==> src/rtl/calc_pkg.sv <==
// Shared types for the calculator stack unit: opcodes, error codes and control states.
package calc_pkg;

  typedef enum logic [2:0] {
    OP_PUSH = 3'd0,
    OP_POP  = 3'd1,
    OP_ADD  = 3'd2,
    OP_MUL  = 3'd3,
    OP_SUB  = 3'd4,
    OP_DIV  = 3'd5,
    OP_MOD  = 3'd6,
    OP_DUP  = 3'd7
  } opcode_t;

  typedef enum logic [1:0] {
    ErrNone      = 2'd0,
    ErrOverflow  = 2'd1,
    ErrUnderflow = 2'd2,
    ErrDivZero   = 2'd3
  } err_t;

  typedef enum logic [1:0] {
    StRun = 2'd0,
    StDiv = 2'd1,
    StErr = 2'd2
  } state_t;

  function automatic logic is_div(opcode_t o);
    return (o == OP_DIV) || (o == OP_MOD);
  endfunction

endpackage

==> src/rtl/calc_divider.sv <==
// Restoring unsigned divider, one quotient bit per cycle; done pulses one cycle after the last step.
module calc_divider #(
  parameter int unsigned WIDTH = 8
) (
  input  logic             clk,
  input  logic             reset,
  input  logic             start,
  input  logic [WIDTH-1:0] dividend,
  input  logic [WIDTH-1:0] divisor,
  output logic             busy,
  output logic             done,
  output logic [WIDTH-1:0] quotient,
  output logic [WIDTH-1:0] remainder
);

  localparam int unsigned NW = $clog2(WIDTH + 1);

  logic [WIDTH-1:0] rem_q, quo_q, dvs_q;
  logic [NW-1:0]    cnt_q;
  logic             busy_q, done_q;
  logic [WIDTH:0]   trial, diff;

  // Remainder is always below the divisor, so the trial value fits in WIDTH+1 bits.
  assign trial = {rem_q, quo_q[WIDTH-1]};
  assign diff  = trial - {1'b0, dvs_q};

  always_ff @(posedge clk) begin
    if (reset) begin
      rem_q  <= '0;
      quo_q  <= '0;
      dvs_q  <= '0;
      cnt_q  <= '0;
      busy_q <= 1'b0;
      done_q <= 1'b0;
    end else begin
      done_q <= 1'b0;
      if (start) begin
        rem_q  <= '0;
        quo_q  <= dividend;
        dvs_q  <= divisor;
        cnt_q  <= NW'(WIDTH);
        busy_q <= 1'b1;
      end else if (busy_q) begin
        if (!diff[WIDTH]) begin
          rem_q <= diff[WIDTH-1:0];
          quo_q <= {quo_q[WIDTH-2:0], 1'b1};
        end else begin
          rem_q <= trial[WIDTH-1:0];
          quo_q <= {quo_q[WIDTH-2:0], 1'b0};
        end
        cnt_q <= cnt_q - NW'(1);
        if (cnt_q == NW'(1)) begin
          busy_q <= 1'b0;
          done_q <= 1'b1;
        end
      end
    end
  end

  assign busy      = busy_q;
  assign done      = done_q;
  assign quotient  = quo_q;
  assign remainder = rem_q;

endmodule

==> src/rtl/calc_stack_unit.sv <==
// Operand stack with unsigned ALU and multi-cycle divide; entry 0 is top of stack.
// Define CALC_SATURATE_EN to clamp ADD/MUL/SUB results instead of wrapping.
module calc_stack_unit
  import calc_pkg::*;
#(
  parameter  int unsigned WIDTH = 8,
  parameter  int unsigned DEPTH = 4,
  localparam int unsigned CW    = $clog2(DEPTH + 1)
) (
  input  logic             clk,
  input  logic             reset,
  input  logic [WIDTH-1:0] in,
  input  logic [2:0]       op,
  input  logic             apply,
  output logic             ready,
  output logic [WIDTH-1:0] tail,
  output logic             valid,
  output logic             empty,
  output logic [CW-1:0]    count,
  output logic [1:0]       err_code
);

  state_t           state_q, state_d;
  err_t             err_q, err_d, cmd_err;
  logic [WIDTH-1:0] stack_q [DEPTH];
  logic [WIDTH-1:0] stack_d [DEPTH];
  logic [CW-1:0]    count_q, count_d;
  logic             mod_q, mod_d;

  opcode_t          cmd;
  logic [WIDTH-1:0] a, b, alu_res, wr_val, div_quo, div_rem;
  logic [WIDTH:0]   sum;
  logic [2*WIDTH-1:0] prod;
  logic             accept, div_start, div_busy, div_done, collapse;

  assign cmd       = opcode_t'(op);
  assign a         = stack_q[0];
  assign b         = stack_q[1];
  assign accept    = apply && (state_q == StRun);
  assign div_start = accept && (cmd_err == ErrNone) && is_div(cmd);
  assign sum       = {1'b0, a} + {1'b0, b};
  assign prod      = {{WIDTH{1'b0}}, a} * {{WIDTH{1'b0}}, b};

  calc_divider #(.WIDTH(WIDTH)) u_div (
    .clk      (clk),
    .reset    (reset),
    .start    (div_start),
    .dividend (a),
    .divisor  (b),
    .busy     (div_busy),
    .done     (div_done),
    .quotient (div_quo),
    .remainder(div_rem)
  );

  always_comb begin
    alu_res = sum[WIDTH-1:0];
    case (cmd)
`ifdef CALC_SATURATE_EN
      OP_ADD:  alu_res = sum[WIDTH] ? '1 : sum[WIDTH-1:0];
      OP_MUL:  alu_res = (|prod[2*WIDTH-1:WIDTH]) ? '1 : prod[WIDTH-1:0];
      OP_SUB:  alu_res = (b > a) ? '0 : a - b;
`else
      OP_ADD:  alu_res = sum[WIDTH-1:0];
      OP_MUL:  alu_res = prod[WIDTH-1:0];
      OP_SUB:  alu_res = a - b;
`endif
      default: alu_res = sum[WIDTH-1:0];
    endcase
  end

  always_comb begin
    cmd_err = ErrNone;
    case (cmd)
      OP_PUSH: if (count_q == CW'(DEPTH)) cmd_err = ErrOverflow;
      OP_POP:  if (count_q == '0) cmd_err = ErrUnderflow;
      OP_DUP: begin
        if (count_q == '0)              cmd_err = ErrUnderflow;
        else if (count_q == CW'(DEPTH)) cmd_err = ErrOverflow;
      end
      default: begin
        if (count_q < CW'(2))           cmd_err = ErrUnderflow;
        else if (is_div(cmd) && b == '0) cmd_err = ErrDivZero;
      end
    endcase
  end

  always_ff @(posedge clk) begin
    if (reset) state_q <= StRun;
    else       state_q <= state_d;
  end

  always_comb begin
    state_d = state_q;
    unique case (state_q)
      StRun: begin
        if (accept) begin
          if (cmd_err != ErrNone) state_d = StErr;
          else if (is_div(cmd))   state_d = StDiv;
        end
      end
      StDiv:   if (div_done) state_d = StRun;
      StErr:   state_d = StErr;
      default: state_d = StRun;
    endcase
  end

  always_comb begin
    ready    = (state_q != StDiv) && !div_busy;
    valid    = (state_q != StErr);
    empty    = (count_q == '0);
    tail     = (count_q == '0) ? '0 : stack_q[0];
    count    = count_q;
    err_code = err_q;
  end

  always_comb begin
    stack_d  = stack_q;
    count_d  = count_q;
    err_d    = err_q;
    mod_d    = mod_q;
    collapse = 1'b0;
    wr_val   = alu_res;
    if (accept && cmd_err != ErrNone) begin
      err_d = cmd_err;
    end else if (accept) begin
      unique case (cmd)
        OP_PUSH, OP_DUP: begin
          for (int i = 1; i < DEPTH; i++) stack_d[i] = stack_q[i-1];
          stack_d[0] = (cmd == OP_PUSH) ? in : a;
          count_d    = count_q + CW'(1);
        end
        OP_POP: begin
          for (int i = 0; i < DEPTH - 1; i++) stack_d[i] = stack_q[i+1];
          stack_d[DEPTH-1] = '0;
          count_d          = count_q - CW'(1);
        end
        OP_DIV, OP_MOD: mod_d = (cmd == OP_MOD);
        default:        collapse = 1'b1;
      endcase
    end else if (state_q == StDiv && div_done) begin
      collapse = 1'b1;
      wr_val   = mod_q ? div_rem : div_quo;
    end
    // Binary result replaces A and B: top gets the result, the rest moves up by one.
    if (collapse) begin
      stack_d[0] = wr_val;
      for (int i = 1; i < DEPTH - 1; i++) stack_d[i] = stack_q[i+1];
      stack_d[DEPTH-1] = '0;
      count_d          = count_q - CW'(1);
    end
  end

  always_ff @(posedge clk) begin
    if (reset) begin
      err_q   <= ErrNone;
      count_q <= '0;
      mod_q   <= 1'b0;
      for (int i = 0; i < DEPTH; i++) stack_q[i] <= '0;
    end else begin
      err_q   <= err_d;
      count_q <= count_d;
      mod_q   <= mod_d;
      stack_q <= stack_d;
    end
  end

endmodule

==> config.mk <==
export PLATFORM = sky130hd
export DESIGN_NAME = calc_stack_unit
export DESIGN_NICKNAME = d
export VERILOG_FILES = /design/src/rtl/calc_pkg.sv /design/src/rtl/calc_divider.sv /design/src/rtl/calc_stack_unit.sv
export SDC_FILE = /design/constraint.sdc
export NUM_CORES = 1
export LEC_CHECK = 0
export ABC_AREA = 1
export BUFFER_PORTS_ARGS = -buffer_cell sky130_fd_sc_hd__buf_2
export CAP_MARGIN = 0
export CORE_AREA = 3 3 97 146
export CTS_CLUSTER_DIAMETER = 40
export CTS_CLUSTER_SIZE = 40
export DETAILED_ROUTE_END_ITERATION = 10
export DIE_AREA = 0 0 100 149
export PLACE_DENSITY_LB_ADDON = 0.3
export SYNTH_ARGS = -nofsm -noshare
export SYNTH_HDL_FRONTEND = slang
export SYNTH_SLANG_ARGS = --single-unit
==> constraint.sdc <==
create_clock -name clk -period 5.1 [get_ports clk]
set_input_delay 1.275 -clock clk [delete_from_list [all_inputs] [get_ports clk]]
set_output_delay 1.275 -clock clk [all_outputs]
set_load 0.05 [all_outputs]
==> flow_metrics.env <==
export IMPL_cts_tree="built"
export IMPL_cp_start_kind="register"
export IMPL_h_tree_depth=3
export IMPL_synthArstFlopShare=0
export IMPL_slew_viol_final=0
export IMPL_crit_type="reg2reg"
export IMPL_ys_ff_latch=70
export IMPL_netlist_area_mm2=0.00583
export IMPL_synth_compound_area_share=0.183
export IMPL_clk_pin_slew_ns=0.06
export IMPL_end_kind="register"
export IMPL_crit_arrival_ns=4.55
export IMPL_hold_viol_final=0
export IMPL_track_usage=0.222
export IMPL_worst_pin_slew_ns=0.931
export IMPL_dp_hpwl_um=12100
export IMPL_drt_wl_total_um=15900
export IMPL_grt_first_pass_wirelength_um=26500
export IMPL_grt_setup_unrepaired="false"
export IMPL_vias=5596
export IMPL_rows=51
export IMPL_synth_fa_ha_area_frac=0.130
export IMPL_required_ns=5.37
export IMPL_grt_max_degree=41
export IMPL_yosys_top_cells_area="dfxtp_1 (24%), nand2_1 (15%), inv_1 (8.9%)"
export IMPL_finalSetupTns_ns=0
export IMPL_period_needed_ns=4.28
export IMPL_yosysTopAreaCell="dfxtp_1"
export IMPL_final_area_mm2=0.00630
export IMPL_synth_edf_count=0
export IMPL_first_global_vias=5349
export IMPL_remaining_drc_errors=0
export IMPL_crit_fanout=12
export IMPL_start_util=0.450
export IMPL_ys_warn_count=0
export IMPL_synth_top_area_frac=0.240
export IMPL_use_met1=0.254
export IMPL_ys_seq_area_frac=0.240
export IMPL_synthMuxAreaShare=0
export IMPL_synth_top_family_by_area="simple AND/OR/NAND/NOR gates"
export IMPL_gr_total_overflow=0
export IMPL_yosysMostFrequentCell="nand2_1"
export IMPL_final_nets=979
export IMPL_worst_ir_drop_vdd_mv=0.321
export IMPL_drive_gt1_frac=0.0915
export IMPL_synthSimpleGateAreaFrac=0.281
export IMPL_cts_sinks=70
export IMPL_portBuffers=29
export IMPL_die_height_um=149
export IMPL_syn_to_final_growth_pct=7.98
export IMPL_place_area_mm2=0.00599
export IMPL_cap_violations=0
export IMPL_r2r_setup_slack_ns=0.82
export IMPL_final_util=0.486
export IMPL_status="finished clean"
export IMPL_cts_root_buffer="clkbuf_16"
export IMPL_p_per_area_mw_per_mm2=493
export IMPL_grtUsageMet3=0.0290
export IMPL_synth_xor_area_frac=0.0300
export IMPL_die_w_um=100
export IMPL_finalSetupViolCount=0
export IMPL_syn_area_per_cell_um2=6.39
export IMPL_postRouteAntennaNets=0
export IMPL_p_leak_nw=3.12
export IMPL_max_clock_freq_mhz=233
export IMPL_timing_hold_ws_ns=0.461
export IMPL_fp_dieArea_mm2=0.0149
export IMPL_finalWeightedCongestion=1.00
export IMPL_clock_path_buffers=2
export IMPL_fin_crit_sh=0.840
export IMPL_drtIter0Drc=226
export IMPL_placed_cells_incl_taps=1061
export IMPL_cts_resized=0
export IMPL_cts_hold_buffers=0
export IMPL_drt_pass1_iter_count=5
export IMPL_wire_per_inst_um=14.8
export IMPL_slew_headroom=0.375
export IMPL_postCtsSetupBuffers=0
export IMPL_cts_buffers=9
export IMPL_clk_latency_ns=0.34
export IMPL_antenna_cells=0
export IMPL_floorplan_core_area_mm2=0.0130
export IMPL_fin_cells=1077
export IMPL_vias_per_cell=5.20
export IMPL_syn_inst=912
export IMPL_post_synth_num_cell_types=44
export IMPL_ios=30
export IMPL_skew_ns=0.00620
export IMPL_busiest_layer="met2"
export IMPL_hp_class="reg2reg"
export IMPL_met2_usage=0.405
export IMPL_antenna_found_initial=0
export IMPL_syn_num_nets=978
export IMPL_synth_flop_cell="dfxtp_1"
export IMPL_synthTopCellsByCount="nand2_1 (229), inv_1 (139), nor2_1 (74), o21ai_0 (74), a21oi_1 (73)"
metal layers:
layer	share of wire	routed length, um	up-vias
li1	-	-	2895
met1	0.42	6630	2548
met2	0.51	8160	113
met3	0.027	430	40
met4	0.044	703	0
met5	0	0	-
registers in the layout (all words and copies together), names as in the netlist:
register / cells
stack_q: 16
a: 8
b: 8
u_div.dvs_q: 8
u_div.quotient: 8
u_div.remainder: 8
u_div.cnt_q: 4
count: 3
err_code: 2
state_q: 2
mod_q: 1
u_div.busy: 1
u_div.done: 1
metrics by stage:
step,power (mW),setup slack [ns]
floorplan,2.06,1.12
global placement,2.43,0.891
detailed placement,2.44,0.817
CTS,3.10,0.799
global route,3.36,0.351
finish,3.10,0.817
layout make-up:
class                           instances  area (um^2)
Timing Repair Buffer                   35          190
Sequential cell                        70         1400
Fill cell                            1373         6660
Inverter                              147          557
Clock buffer                           11          243
Clock inverter                          5         65.1
Multi-Input combinational cell        650         3640
Tap cell                              159          199
cell families after synthesis:
kind of cell / count (synthesis)
buffers and inverters: 192
xor gates and xnor gates: 20
and+or+nand+nor: 385
adders and majority gates: 52
DFF: 70
AOI/OAI and AO/OA: 193
where the power goes:
part,switching (mW),internal [mW]
combinational,1.10,0.559
sequential,0.143,0.640
clock,0.262,0.398
total,1.50,1.60
critical path: stages, from the launching register on:
cell	delay, ns
dfxtp_1	0.61
nand2_1	0.16
fa_1	0.47
fa_1	0.54
inv_1	0.05
fa_1	0.47
inv_1	0.05
fa_1	0.52
inv_1	0.04
ha_1	0.32
a21oi_1	0.19
nand2_1	0.07
nand2_1	0.05
nand2_1	0.06
inv_1	0.05
nand2_1	0.04
nand2_1	0.06
inv_1	0.04
nand2_1	0.05
nand3_1	0.08
nand3_1	0.11
nand2_1	0.06
a21oi_1	0.12
placed cells by master (no fill, tap or decap), types with 4 or more instances in the layout:
cell,netlist,layout
nand2_1,229,229
inv_1,139,139
o21ai_0,74,74
nor2_1,74,74
a21oi_1,73,73
dfxtp_1,70,70
nand3_1,49,49
ha_1,38,38
buf_2,17,29
xor2_1,14,14
fa_1,14,14
o21ai_1,11,11
a211oi_1,9,9
nand2_2,9,9
clkbuf_16,0,9
o211ai_1,7,7
nand4_1,6,6
xnor2_1,6,6
inv_2,6,6
buf_4,4,6
a21oi_2,5,5
o22ai_1,4,4
nor2_4,4,4
path summary, 6_finish.rpt:
check	cells past startpoint	end	from
worst max-delay path	22	a[7]	a[1]
worst min-delay path	2	u_div.cnt_q[2]	u_div.cnt_q[2]
worst max register to register	22	a[7]	a[1]
worst min register to register	2	u_div.cnt_q[2]	u_div.cnt_q[2]
(Power assumes the default switching activity.)
